### config.mk
export PLATFORM = sky130hd
export DESIGN_NAME = pulpino_gpio
export DESIGN_NICKNAME = d
export VERILOG_FILES = /design/src/rtl/pulpino_gpio.sv
export SDC_FILE = /design/constraint.sdc
export NUM_CORES = 1
export LEC_CHECK = 0
export CAP_MARGIN = 20
export CORE_UTILIZATION = 57
export DETAILED_ROUTE_END_ITERATION = 10
export GPL_TIMING_DRIVEN = 0
export PLACE_DENSITY = 0.95
export REMOVE_ABC_BUFFERS = 1
export SLEW_MARGIN = 20
export SYNTH_ARGS = -nofsm -noshare
export SYNTH_HDL_FRONTEND = slang
export SYNTH_SLANG_ARGS = --single-unit
### constraint.sdc
create_clock -name clk -period 7 [get_ports clk]
set_input_delay 1.75 -clock clk [delete_from_list [all_inputs] [get_ports clk]]
set_output_delay 1.75 -clock clk [all_outputs]
set_load 0.1 [all_outputs]
### src/rtl/pulpino_gpio.sv
// 32-pin APB GPIO: direction/output registers, synchronised pad inputs, per-pin pad config
// and per-pin edge/level interrupt detection merged into one level interrupt line.
module pulpino_gpio (
  input  logic         clk,
  input  logic         rst,
  input  logic         psel,
  input  logic         penable,
  input  logic         pwrite,
  input  logic [11:0]  paddr,
  input  logic [31:0]  pwdata,
  output logic [31:0]  prdata,
  output logic         pready,
  output logic         pslverr,
  input  logic [31:0]  gpio_in,
  output logic [31:0]  gpio_in_sync,
  output logic [31:0]  gpio_out,
  output logic [31:0]  gpio_dir,
  output logic [191:0] gpio_padcfg,
  output logic         interrupt_o
);

  logic [31:0] sync1, sync2, sync_prev;
  logic [31:0] paddir, padout, inten, inttype0, inttype1, intstatus;
  logic [31:0] rise, fall, events;
  logic [5:0]  padcfg [32];
  logic [9:0]  waddr;
  logic [2:0]  cfg_idx;
  logic        is_cfg, wr_en, rd_status;
  logic        unused_addr_bits;

  assign waddr            = paddr[11:2];
  assign unused_addr_bits = ^paddr[1:0];
  // PADCFG0..7 occupy word addresses 8..15
  assign is_cfg    = (waddr[9:3] == 7'd1);
  assign cfg_idx   = waddr[2:0];
  assign wr_en     = psel & penable & pwrite;
  assign rd_status = psel & penable & ~pwrite & (waddr == 10'd6);

  assign pready       = 1'b1;
  assign pslverr      = 1'b0;
  assign gpio_in_sync = sync2;
  assign gpio_out     = padout;
  assign gpio_dir     = paddir;

  assign rise   = sync2 & ~sync_prev;
  assign fall   = ~sync2 & sync_prev;
  assign events = inten & ((~inttype1 & ~inttype0 & rise) |
                           (~inttype1 &  inttype0 & fall) |
                           ( inttype1 & ~inttype0 & (rise | fall)) |
                           ( inttype1 &  inttype0 & sync2));

  always_ff @(posedge clk) begin
    if (rst) begin
      sync1       <= '0;
      sync2       <= '0;
      sync_prev   <= '0;
      paddir      <= '0;
      padout      <= '0;
      inten       <= '0;
      inttype0    <= '0;
      inttype1    <= '0;
      intstatus   <= '0;
      interrupt_o <= 1'b0;
      for (int n = 0; n < 32; n++) padcfg[5'(n)] <= '0;
    end else begin
      sync1       <= gpio_in;
      sync2       <= sync1;
      sync_prev   <= sync2;
      // A new event on the clearing edge keeps its bit set
      intstatus   <= (rd_status ? 32'h0 : intstatus) | events;
      interrupt_o <= |intstatus;
      if (wr_en) begin
        case (waddr)
          10'd0:   paddir   <= pwdata;
          10'd2:   padout   <= pwdata;
          10'd3:   inten    <= pwdata;
          10'd4:   inttype0 <= pwdata;
          10'd5:   inttype1 <= pwdata;
          default: begin
            if (is_cfg) begin
              for (int j = 0; j < 4; j++) padcfg[{cfg_idx, 2'(j)}] <= pwdata[8*j +: 6];
            end
          end
        endcase
      end
    end
  end

  always_comb begin
    prdata = '0;
    if (psel) begin
      case (waddr)
        10'd0:   prdata = paddir;
        10'd1:   prdata = sync2;
        10'd2:   prdata = padout;
        10'd3:   prdata = inten;
        10'd4:   prdata = inttype0;
        10'd5:   prdata = inttype1;
        10'd6:   prdata = intstatus;
        default: begin
          if (is_cfg) begin
            for (int j = 0; j < 4; j++) prdata[8*j +: 8] = {2'b00, padcfg[{cfg_idx, 2'(j)}]};
          end
        end
      endcase
    end
  end

  always_comb begin
    gpio_padcfg = '0;
    for (int n = 0; n < 32; n++) gpio_padcfg[6*n +: 6] = padcfg[5'(n)];
  end

endmodule

==> impl_metrics.env <==
export IMPL_post_dr_wirelength_cell_um=26.45
export IMPL_seq_area_frac_synth_pct=51.29
export IMPL_vdd_ir_drop_worst_uv=188.7
export IMPL_fp_dieH_um=200.8
export IMPL_timing_final_hold_violations=0
export IMPL_io_pins=404
export IMPL_setup_tns_final_ps=-15.28
export IMPL_worst_endpoint_required_ps=5250
export IMPL_cellPowerDensity_nw_per_um2=228.7
export IMPL_postRouteWirelength_um=79840
export IMPL_fin_nets=2610
export IMPL_drive_gt1_share_pct=12.82
export IMPL_globalRouteTotalUtil_pct=38.57
export IMPL_initial_utilization_pct=58.00
export IMPL_final_worst_slack_ps=-15.28
export IMPL_postSynth_asyncResetShare_pct=0
export IMPL_grt_pass1_wl_um=117600
export IMPL_peak_fanout_along_the_critical_path=11
export IMPL_antenna_left=0
export IMPL_clock_sink_count=481
export IMPL_worst_path_max_delay_cell="sky130_fd_sc_hd__nor4_2"
export IMPL_post_synth_instance_area_um2=22520
export IMPL_drtIter0Drc=2455
export IMPL_timing_slew_headroom_pct=21.45
export IMPL_finalClockSkew_ps=21.48
export IMPL_power_static_leakage_nw=10.46
export IMPL_critPathMaxStageDelay_ps=880
export IMPL_design_die_area_um2=40310
export IMPL_routed_via_density=6.522
export IMPL_fmax_ghz=0.1425
export IMPL_layout_worst_path_cycle_share_pct=100.2
export IMPL_failed_checks="negative setup slack"
export IMPL_ctsHoldBuffers=0
export IMPL_timing_critical_path_cells="clkdlybuf4s50_1, nor4_2, nand2_1, or4_1, a31oi_1, clkdlybuf4s15_2"
export IMPL_worstSetupEndpointType="primary output"
export IMPL_postSynthRegisterBits=481
export IMPL_cts_tree="built"
export IMPL_worst_ep_arrival_time_ps=5270
export IMPL_cts_max_level=2
export IMPL_clock_latency_ps=590
export IMPL_coreArea_um2=38830
export IMPL_crit_path_class="in -> out"
export IMPL_grt_antenna_before_repair=7
export IMPL_rsz0062_at_grt="yes"
export IMPL_critical_path_startpoint_type="primary input"
export IMPL_gp_congestion=0.9011
export IMPL_yosysWarnings=0
export IMPL_via_count=19690
export IMPL_cap_viol_max_count=0
export IMPL_clock_root_buffer="sky130_fd_sc_hd__clkbuf_16"
export IMPL_io_port_bufs=399
export IMPL_worstHoldPathType="reg -> reg"
export IMPL_area_growth_syn_to_layout_pct=27.80
export IMPL_final_setup_fails=1
export IMPL_synthesis_area_per_instance_um2=10.48
export IMPL_dp_final_hpwl_um=53410
export IMPL_first_pass_iters=6
export IMPL_die_x_um=200.8
export IMPL_outcome="finished with violations"
export IMPL_rows=72
export IMPL_max_clock_path_buffers=3
export IMPL_power_consumption_w=0.006581
export IMPL_pre_cts_setup_slack_ps=-859.3
export IMPL_post_synth_edffs=192
export IMPL_synth_top_cell_area_share_pct=25.69
export IMPL_synth_flop_cell="sky130_fd_sc_hd__dfxtp_1"
export IMPL_max_slew_worst_pin_slew_ps=1175
export IMPL_grt_overflow_total=0
export IMPL_post_synth_top_area_cell="sky130_fd_sc_hd__dfxtp_1"
export IMPL_cts_inserted_buffers=48
export IMPL_synthMostInstantiatedCell="sky130_fd_sc_hd__dfxtp_1"
export IMPL_synth_commonest_cells="sky130_fd_sc_hd__dfxtp_1, sky130_fd_sc_hd__and2_1, sky130_fd_sc_hd__edfxtp_1"
export IMPL_post_synth_num_cell_types=56
export IMPL_post_synth_main_area_contributors="sky130_fd_sc_hd__dfxtp_1, sky130_fd_sc_hd__edfxtp_1, sky130_fd_sc_hd__and2_1"
export IMPL_path_clk_slew_ps=60
export IMPL_final_max_slew_viol_count=0
export IMPL_period_minus_slack_ps=7015
export IMPL_timing_hold_ws_ps=434.8
export IMPL_post_synth_inst_count=2148
export IMPL_final_fill_count=2381
export IMPL_grt_max_degree=128
export IMPL_drt_drc_violations_left=0
export IMPL_grt_pass1_vias=19160
[logic make-up (layout without fill, tap and decap cells)]
group                      Yosys count  count (layout)  share of synthesized area, %
AOI/OAI and AO/OA                  446             446                         12.57
adders and majority gates           64              64                         3.556
muxes                              179             179                         10.85
DFF                                481             481                         51.29
buffers and inverters              294             642                         5.478
and+or+nand+nor                    682             682                         16.23
other                                2               7                       0.03335
[stage by stage]
stage | cell area, um^2 | instances | util (%)
6_report | 28780 | 3019 | 74.12
3_5_place_dp | 27250 | 2927 | 70.18
5_1_grt | 28780 | 3019 | 74.12
3_3_place_gp | 26320 | 2876 | 67.79
4_1_cts | 28790 | 3014 | 74.14
2_1_floorplan | 21680 | 1959 | -
[layer usage]
layer / vias up / part of all wire (%) / track usage (%)
li1: 8234 / - / -
met1: 9417 / 35 / 47.82
met2: 1698 / 46 / 61.82
met3: 338 / 13 / 9.351
met4: 2 / 5.7 / 21.95
met5: - / 0.013 / 0
[layout make-up]
cell class	count	area, um^2	share of cell area, %
Sequential cell	481	11550	40.14
Multi-Input combinational cell	1373	9887	34.35
Timing Repair Buffer	456	4801	16.68
Clock buffer	66	1350	4.691
Tap cell	518	648.1	2.252
Inverter	105	394.1	1.369
Clock inverter	15	136.4	0.4739
Antenna cell	5	12.51	0.04347
[flip-flops by register name, summed over array words and instances (netlist names)]
register and count:
padcfg 192, gpio_dir 32, gpio_in_sync 32, gpio_out 32, inten 32, intstatus 32, inttype0 32, inttype1 32
sync1 32, sync_prev 32, interrupt_o 1
[worst paths after layout]
check                                            startpoint                         end  slack, ps  cells past startpoint
worst max-delay path                               paddr[9]                  prdata[22]        -20                      6
worst max register to register  gpio_in_sync[26]$_SDFF_PP0_    intstatus[26]$_SDFF_PP0_       5250                      6
worst min-delay path                    sync1[1]$_SDFF_PP0_  gpio_in_sync[1]$_SDFF_PP0_        430                      1
worst min register to register          sync1[1]$_SDFF_PP0_  gpio_in_sync[1]$_SDFF_PP0_        430                      1
[repair_timing]
item / 4_1_cts / 5_1_grt
buffers inserted: 6 / 0
resized for setup: 67 / 19
endpoints found under the setup margin: 32 / 14
pin swaps: 2 / 0
[worst max-delay path, delay by kind of cell]
| kind | cells | cell delay (ps) |
|---|---|---|
| AOI/OAI and AO/OA | 1 | 280 |
| and+or+nand+nor | 3 | 2170 |
| buffers and inverters | 2 | 1050 |
[report_power, final]
group | switching (W) | total [W] | internal, W
Clock | 0.00109 | 0.00251 | 0.00142
Combinational | 0.000774 | 0.00102 | 0.000249
Sequential | 0.0000612 | 0.00305 | 0.00299
Total | 0.00193 | 0.00658 | 0.00465
[cells in the final DEF (no fill, tap or decap), types with 7 or more instances in the layout]
| master | n |
|---|---|
| sky130_fd_sc_hd__mux2_2 | 10 |
| sky130_fd_sc_hd__nor2b_1 | 65 |
| sky130_fd_sc_hd__a221oi_1 | 15 |
| sky130_fd_sc_hd__a22oi_1 | 100 |
| sky130_fd_sc_hd__nand3_1 | 123 |
| sky130_fd_sc_hd__nand4_1 | 10 |
| sky130_fd_sc_hd__nor4_1 | 8 |
| sky130_fd_sc_hd__clkbuf_2 | 7 |
| sky130_fd_sc_hd__a21oi_2 | 30 |
| sky130_fd_sc_hd__a22o_1 | 12 |
| sky130_fd_sc_hd__nor2_1 | 73 |
| sky130_fd_sc_hd__inv_1 | 104 |
| sky130_fd_sc_hd__clkbuf_1 | 11 |
| sky130_fd_sc_hd__buf_4 | 13 |
| sky130_fd_sc_hd__buf_16 | 9 |
| sky130_fd_sc_hd__clkdlybuf4s15_2 | 16 |
| sky130_fd_sc_hd__a21oi_1 | 143 |
| sky130_fd_sc_hd__clkbuf_16 | 49 |
| sky130_fd_sc_hd__buf_8 | 14 |
| sky130_fd_sc_hd__buf_6 | 21 |
| sky130_fd_sc_hd__o22ai_1 | 7 |
| sky130_fd_sc_hd__nand2_1 | 120 |
| sky130_fd_sc_hd__clkdlybuf4s50_1 | 363 |
| sky130_fd_sc_hd__dfxtp_1 | 289 |
| sky130_fd_sc_hd__mux2i_1 | 118 |
| sky130_fd_sc_hd__o2bb2ai_1 | 7 |
| sky130_fd_sc_hd__o21ai_0 | 105 |
| sky130_fd_sc_hd__ha_1 | 64 |
| sky130_fd_sc_hd__or2_2 | 10 |
| sky130_fd_sc_hd__nand2_2 | 31 |
| sky130_fd_sc_hd__and2_1 | 193 |
| sky130_fd_sc_hd__mux4_2 | 51 |
| sky130_fd_sc_hd__edfxtp_1 | 192 |
| sky130_fd_sc_hd__a32oi_1 | 7 |
(Power assumes the default switching activity.)
